==> src/rtl/imem_arbiter_if.sv <==
// Bus bundle between the fetch stage, the program loader and the instruction RAM.
// The arbiter connects through the slave modport; the surrounding logic uses the master modport.
interface imem_arbiter_if #(
    parameter int unsigned ADDR_W = 8
);
    logic              if_req;
    logic [31:0]       if_addr;
    logic              if_stall;
    logic              if_valid;
    logic [31:0]       if_data;
    logic              if_flush;

    logic              ld_req;
    logic              ld_we;
    logic              ld_lock;
    logic [31:0]       ld_addr;
    logic [31:0]       ld_wdata;
    logic              ld_gnt;
    logic              ld_rvalid;
    logic [31:0]       ld_rdata;

    logic              mem_en;
    logic              mem_we;
    logic [ADDR_W-1:0] mem_addr;
    logic [31:0]       mem_wdata;
    logic [31:0]       mem_rdata;

    modport slave (
        input  if_req, if_addr,
        output if_stall, if_valid, if_data, if_flush,
        input  ld_req, ld_we, ld_lock, ld_addr, ld_wdata,
        output ld_gnt, ld_rvalid, ld_rdata,
        output mem_en, mem_we, mem_addr, mem_wdata,
        input  mem_rdata
    );

    modport master (
        output if_req, if_addr,
        input  if_stall, if_valid, if_data, if_flush,
        output ld_req, ld_we, ld_lock, ld_addr, ld_wdata,
        input  ld_gnt, ld_rvalid, ld_rdata,
        input  mem_en, mem_we, mem_addr, mem_wdata,
        output mem_rdata
    );
endinterface

==> src/rtl/imem_arbiter.sv <==
// Single-port instruction RAM arbiter between fetch (IF) and program loader (LD),
// with a download-session sequencer that holds IF off and pulses a flush afterwards.
module imem_arbiter #(
    parameter int unsigned ADDR_W     = 8,
    parameter int unsigned STARVE_MAX = 4
) (
    input  logic          clk,
    input  logic          reset,
    imem_arbiter_if.slave bus
);
    localparam int unsigned CNT_W = $clog2(STARVE_MAX + 1);

    typedef enum logic [1:0] {RUN, LOCK, FLUSH} state_e;

    state_e           state_q;
    logic [CNT_W-1:0] starve_q, starve_d;
    logic             if_own_q, if_rng_q;
    logic             ld_own_q, ld_rng_q;
    logic [31:0]      if_hold_q, ld_hold_q;
    logic             if_flush_q;

    logic             if_acc, ld_win;
    logic             if_in_rng, ld_in_rng;
    logic [31:0]      if_rd, ld_rd;
    logic             unused_addr_bits;

    assign if_in_rng        = (bus.if_addr[31:ADDR_W+2] == '0);
    assign ld_in_rng        = (bus.ld_addr[31:ADDR_W+2] == '0);
    assign unused_addr_bits = ^{bus.if_addr[1:0], bus.ld_addr[1:0]};

    always_comb begin
        if_acc       = 1'b0;
        ld_win       = 1'b0;
        bus.ld_gnt   = 1'b0;
        bus.if_stall = 1'b0;
        if (!reset) begin
            case (state_q)
                RUN: begin
                    ld_win = bus.ld_req &&
                             ((starve_q == CNT_W'(STARVE_MAX)) || !bus.if_req);
                    bus.ld_gnt   = ld_win;
                    bus.if_stall = bus.if_req && ld_win;
                    if_acc       = bus.if_req && !ld_win;
                end
                LOCK: begin
                    bus.if_stall = bus.if_req;
                    bus.ld_gnt   = bus.ld_req;
                end
                FLUSH: begin
                    bus.if_stall = bus.if_req;
                end
                default: ;
            endcase
        end
    end

    // Out-of-range accesses are still granted but never reach the RAM.
    always_comb begin
        bus.mem_en    = 1'b0;
        bus.mem_we    = 1'b0;
        bus.mem_addr  = '0;
        bus.mem_wdata = '0;
        if (bus.ld_gnt) begin
            bus.mem_en    = ld_in_rng;
            bus.mem_we    = bus.ld_we && ld_in_rng;
            bus.mem_addr  = bus.ld_addr[ADDR_W+1:2];
            bus.mem_wdata = bus.ld_wdata;
        end else if (if_acc) begin
            bus.mem_en    = if_in_rng;
            bus.mem_addr  = bus.if_addr[ADDR_W+1:2];
        end
    end

    always_comb begin
        starve_d = starve_q;
        if (!bus.ld_req || bus.ld_gnt)
            starve_d = '0;
        else if (starve_q != CNT_W'(STARVE_MAX))
            starve_d = starve_q + 1'b1;
    end

    // The RAM output register supplies the data; the hold registers keep the
    // last value on whichever side was not the reader.
    assign if_rd         = if_rng_q ? bus.mem_rdata : '0;
    assign ld_rd         = ld_rng_q ? bus.mem_rdata : '0;
    assign bus.if_data   = if_own_q ? if_rd : if_hold_q;
    assign bus.ld_rdata  = ld_own_q ? ld_rd : ld_hold_q;
    assign bus.if_valid  = if_own_q;
    assign bus.ld_rvalid = ld_own_q;
    assign bus.if_flush  = if_flush_q;

    always_ff @(posedge clk) begin
        if (reset) begin
            state_q    <= RUN;
            starve_q   <= '0;
            if_own_q   <= 1'b0;
            if_rng_q   <= 1'b0;
            ld_own_q   <= 1'b0;
            ld_rng_q   <= 1'b0;
            if_hold_q  <= '0;
            ld_hold_q  <= '0;
            if_flush_q <= 1'b0;
        end else begin
            starve_q   <= starve_d;
            if_own_q   <= if_acc;
            if_rng_q   <= if_in_rng;
            ld_own_q   <= bus.ld_gnt && !bus.ld_we;
            ld_rng_q   <= ld_in_rng;
            if (if_own_q) if_hold_q <= if_rd;
            if (ld_own_q) ld_hold_q <= ld_rd;
            if_flush_q <= 1'b0;
            case (state_q)
                RUN:     if (bus.ld_lock) state_q <= LOCK;
                LOCK: begin
                    if (!bus.ld_lock) begin
                        state_q    <= FLUSH;
                        if_flush_q <= 1'b1;
                    end
                end
                FLUSH:   state_q <= RUN;
                default: state_q <= RUN;
            endcase
        end
    end
endmodule
==> src/flat_wrapper.sv <==
// flat-port wrapper written by rule: the top's interface ports become plain ports
module imem_arbiter_flat 
#(
    parameter int unsigned ADDR_W     = 8,
    parameter int unsigned STARVE_MAX = 4
)
  (clk, reset, bus_if_req, bus_if_addr, bus_if_stall, bus_if_valid, bus_if_data, bus_if_flush, bus_ld_req, bus_ld_we, bus_ld_lock, bus_ld_addr, bus_ld_wdata, bus_ld_gnt, bus_ld_rvalid, bus_ld_rdata, bus_mem_en, bus_mem_we, bus_mem_addr, bus_mem_wdata, bus_mem_rdata);
  imem_arbiter_if #(.ADDR_W(ADDR_W)) bus_i ();
  input  logic clk;
  input  logic reset;
  input wire logic [$bits(bus_i.if_req)-1:0] bus_if_req;
  input wire logic [$bits(bus_i.if_addr)-1:0] bus_if_addr;
  output wire logic [$bits(bus_i.if_stall)-1:0] bus_if_stall;
  output wire logic [$bits(bus_i.if_valid)-1:0] bus_if_valid;
  output wire logic [$bits(bus_i.if_data)-1:0] bus_if_data;
  output wire logic [$bits(bus_i.if_flush)-1:0] bus_if_flush;
  input wire logic [$bits(bus_i.ld_req)-1:0] bus_ld_req;
  input wire logic [$bits(bus_i.ld_we)-1:0] bus_ld_we;
  input wire logic [$bits(bus_i.ld_lock)-1:0] bus_ld_lock;
  input wire logic [$bits(bus_i.ld_addr)-1:0] bus_ld_addr;
  input wire logic [$bits(bus_i.ld_wdata)-1:0] bus_ld_wdata;
  output wire logic [$bits(bus_i.ld_gnt)-1:0] bus_ld_gnt;
  output wire logic [$bits(bus_i.ld_rvalid)-1:0] bus_ld_rvalid;
  output wire logic [$bits(bus_i.ld_rdata)-1:0] bus_ld_rdata;
  output wire logic [$bits(bus_i.mem_en)-1:0] bus_mem_en;
  output wire logic [$bits(bus_i.mem_we)-1:0] bus_mem_we;
  output wire logic [$bits(bus_i.mem_addr)-1:0] bus_mem_addr;
  output wire logic [$bits(bus_i.mem_wdata)-1:0] bus_mem_wdata;
  input wire logic [$bits(bus_i.mem_rdata)-1:0] bus_mem_rdata;
  assign bus_i.if_req = bus_if_req;
  assign bus_i.if_addr = bus_if_addr;
  assign bus_if_stall = bus_i.if_stall;
  assign bus_if_valid = bus_i.if_valid;
  assign bus_if_data = bus_i.if_data;
  assign bus_if_flush = bus_i.if_flush;
  assign bus_i.ld_req = bus_ld_req;
  assign bus_i.ld_we = bus_ld_we;
  assign bus_i.ld_lock = bus_ld_lock;
  assign bus_i.ld_addr = bus_ld_addr;
  assign bus_i.ld_wdata = bus_ld_wdata;
  assign bus_ld_gnt = bus_i.ld_gnt;
  assign bus_ld_rvalid = bus_i.ld_rvalid;
  assign bus_ld_rdata = bus_i.ld_rdata;
  assign bus_mem_en = bus_i.mem_en;
  assign bus_mem_we = bus_i.mem_we;
  assign bus_mem_addr = bus_i.mem_addr;
  assign bus_mem_wdata = bus_i.mem_wdata;
  assign bus_i.mem_rdata = bus_mem_rdata;
  imem_arbiter #(.ADDR_W(ADDR_W), .STARVE_MAX(STARVE_MAX)) u_core (.clk(clk), .reset(reset), .bus(bus_i));
endmodule
==> config.mk <==
export PLATFORM = sky130hd
export DESIGN_NAME = imem_arbiter_flat
export DESIGN_NICKNAME = d
export VERILOG_FILES = /design/src/rtl/imem_arbiter_if.sv /design/src/rtl/imem_arbiter.sv /design/src/flat_wrapper.sv
export SDC_FILE = /design/constraint.sdc
export NUM_CORES = 1
export LEC_CHECK = 0
export CORE_MARGIN = 1
export CORE_UTILIZATION = 35
export DETAILED_ROUTE_END_ITERATION = 6
export PLACE_DENSITY = 0.82
export SYNTH_ARGS = -nofsm -noshare
export SYNTH_HDL_FRONTEND = slang
export SYNTH_SLANG_ARGS = --single-unit
==> constraint.sdc <==
create_clock -name clk -period 2.7 [get_ports clk]
set_input_delay 0.81 -clock clk [delete_from_list [all_inputs] [get_ports clk]]
set_output_delay 0.81 -clock clk [all_outputs]
set_load 0.005 [all_outputs]
==> flow_summary.toml <==
[timing]
rsz0062_at_grt = "yes"
min_period_ns = 2.92
fin_ws_ns = -0.216
fin_crit_sh_pct = 108
tightest_slew_ns = 0.383
finalSetupViolCount = 42
fmax_mhz = 343
fin_skew_ns = 0.00747
slew_viol_final = 0
hold_viol = 0
slew_headroom_pct = 74.4

[grt]
antenna_found_initial = 0
grt_max_degree = 39
grt_pass1_vias = 3859
track_usage_pct = 23.7
overflow = 0
grt_pass1_wl_um = 18800

[yosys]
yosysTopAreaCell = "dfxtp_1"
synth_ff_type = "dfxtp_1"
yosys_warnings = 0
synthDistinctLibCells = 33
yosys.area.top_type_share_pct = 42.0
syn-num-nets = 598
ys_seq_area_share_pct = 42.0
async_flop_share_pct = 0
syn_area_sq_um = 3520
synth_seq_cells = 74
synth_edf_count = 0
synth_cells = 458
avgSynthCellArea_sq_um = 7.70
synth_area_leaders = "dfxtp_1, nor2b_1, o21ai_0"

[clocking]
numCtsBuffers = 9
cts_buffer_depth = 2
cts_root_buffer = "clkbuf_8"
clk_pin_slew_ns = 0.07
cts_tree = "yes"
clock_sinks = 74
htree_levels = 3
clock_latency_ns = 0.34
ctsHoldBuffers = 0

[hold_path]
hold_depth = 3
holdPathEnd = "u_core.if_hold_q[16]"
hold_path.class = "reg -> reg"
hp-start = "u_core.if_hold_q[16]"

[cells_and_area]
layout_commonest_cell = "clkdlybuf4s50_1"
final_cell_mix = "clkdlybuf4s50_1, dfxtp_1, nor2b_1, dlygate4sd2_1, inv_1"
nets = 861
finalCoreUtilization_pct = 67.2
antennaDiodeCount = 0
layout-drive-gt1-share_pct = 21.7
areaGrowthSynthToFinish_pct = 86.4

[worst_setup_path]
cp_slowest_cell = "nor3b_4"
path_buf_inv = 5
crit_fanout = 5
r2r_end = "u_core.bus.ld_rvalid"
crit_chain = "buf_8 -> a21bo_4 -> a21oi_4 -> nor3b_4 -> buf_2 -> buf_6 -> buf_6 -> and2_4 -> buf_6"
ff2ff_path_depth = 6
worstPathRequired_ns = 1.89
crit_top_cell = "buf_6"
start_kind = "input pin"
crit_family = "buffers and inverters"
timing_worst_setup_path_type = "in -> out"
critPathArrivalTime_ns = 2.11
worst_path_largest_cell_delay_ns = 0.35
r2r-start = "u_core.state_q[0]"
r2r_setup_slack_ns = 1.19
cp-end-kind = "output pin"

[place]
pre_cts_slack_ns = -0.950
io_buffer_count = 240
dp_hpwl_um = 9540
gp_congestion = 0.806

[power_and_ir_drop]
power_mw = 2.59
p_leak_nw = 3.00
p_per_area_nw_per_um2 = 394
peakVddDrop_uv = 355

[routing]
drt_iter0_drc = 113
vias = 4056
via_per_inst = 4.73
dr.pass1.iters = 4
wirelength_um = 13400
wl_per_cell_um = 15.7
postRouteAntennaNets = 0
drcViolationCount = 0

[floorplanning]
dieArea_sq_um = 10500
die_w_um = 102
coreArea_sq_um = 9770
fp-row-count = 36
start_util_pct = 36.1
die_h_um = 102
io_pins = 245

[outcome]
violations = "setup timing"
status = "finished, violations left"

[flow_run]
cap_violations = 0
## state kept, by name, indices dropped and copies added (netlist names)
register              cells
u_core.bus.if_flush       1
u_core.ld_hold_q         32
u_core.if_rng_q           1
u_core.state_q            2
u_core.bus.if_valid       1
u_core.starve_q           3
u_core.if_hold_q         32
u_core.bus.ld_rvalid      1
u_core.ld_rng_q           1
## per-stage QoR
step                      hold slack (ns)  cells  instance area [sq um]  setup TNS, ns
final                               0.583    858                   6570          -5.74
after global routing                0.610    858                   6570          -7.52
after CTS                           0.581    856                   6390          -7.10
after detailed placement            0.565    828                   6230         -40.34
after global placement              0.553    828                   6230         -39.79
after floorplan                     0.475    458                   3520              0
## worst max-delay path by stage
stage	startpoint	to	slack [ns]	depth (start not counted)
floorplan	bus_ld_addr[14]	bus_mem_we	0.05	3
finish	bus_if_req	bus_mem_wdata[8]	-0.22	9
global placement	bus_ld_addr[14]	bus_mem_we	-0.94	6
global route	u_core.state_q[0]	bus_mem_wdata[16]	-0.25	9
detailed placement	bus_ld_addr[14]	bus_mem_we	-0.95	6
CTS	bus_if_addr[26]	bus_mem_en	-0.28	6
## cells by family (layout without fill, tap and decap cells)
kind of cell | count (synthesis) | after routing | synth area share [%]
compound gates | 82 | 82 | 13.1
xor+xnor | 1 | 1 | 0.249
fa+ha+maj | 6 | 6 | 2.13
buf+inv | 97 | 364 | 10.7
flops | 74 | 74 | 42.0
mux | 1 | 1 | 0.284
simple gates | 197 | 197 | 31.5
## layout make-up
type,count,area (sq um)
inverters,68,255
fillers,833,3200
well taps,133,166
multi-input cells,287,1840
repair buffers,281,2610
flip-flops and latches,74,1490
clock inverters,4,76.3
clock buffers,11,141
## power by group
part / internal [mW] / total (mW) / switching (mW)
Sequential: 1.10 / 1.11 / 0.0144
Combinational: 0.326 / 0.532 / 0.206
Clock: 0.543 / 0.943 / 0.400
## Yosys cell counts, types with 3 or more instances
cell type   n
dfxtp_1    74
inv_1      68
nor2b_1    68
o21ai_0    64
nand2_1    35
nand3_1    34
and2_1     33
clkbuf_1   17
nor4_1     10
a22o_1      9
ha_1        6
buf_2       5
nor2_1      5
buf_1       4
a21oi_1     3
## worst reg2reg max path: stages, from the launching register on
cell,delay [ns]
dfxtp_1,0.37
inv_1,0.11
ha_2,0.22
a21oi_4,0.07
nor3b_4,0.35
buf_6,0.20
nor2b_1,0.13
## metal layers
metal  vias to the layer above  wire (um)  global-route usage, %
met2                       160       7200                   44.7
li1                       1991          -                      -
met4                         0        314                   8.24
met1                      1881       5170                   25.4
met5                         -          0                      0
met3                        24        745                   5.81
## what timing repair did
action	4_1_cts	5_1_grt
endpoints found under the setup margin	108	45
cloned	3	0
pin swaps	28	31
buffers inserted	15	5
endpoints found under the hold margin	0	0
gates resized for setup	302	94
No activity file was read; power rests on OpenSTA's default activity.
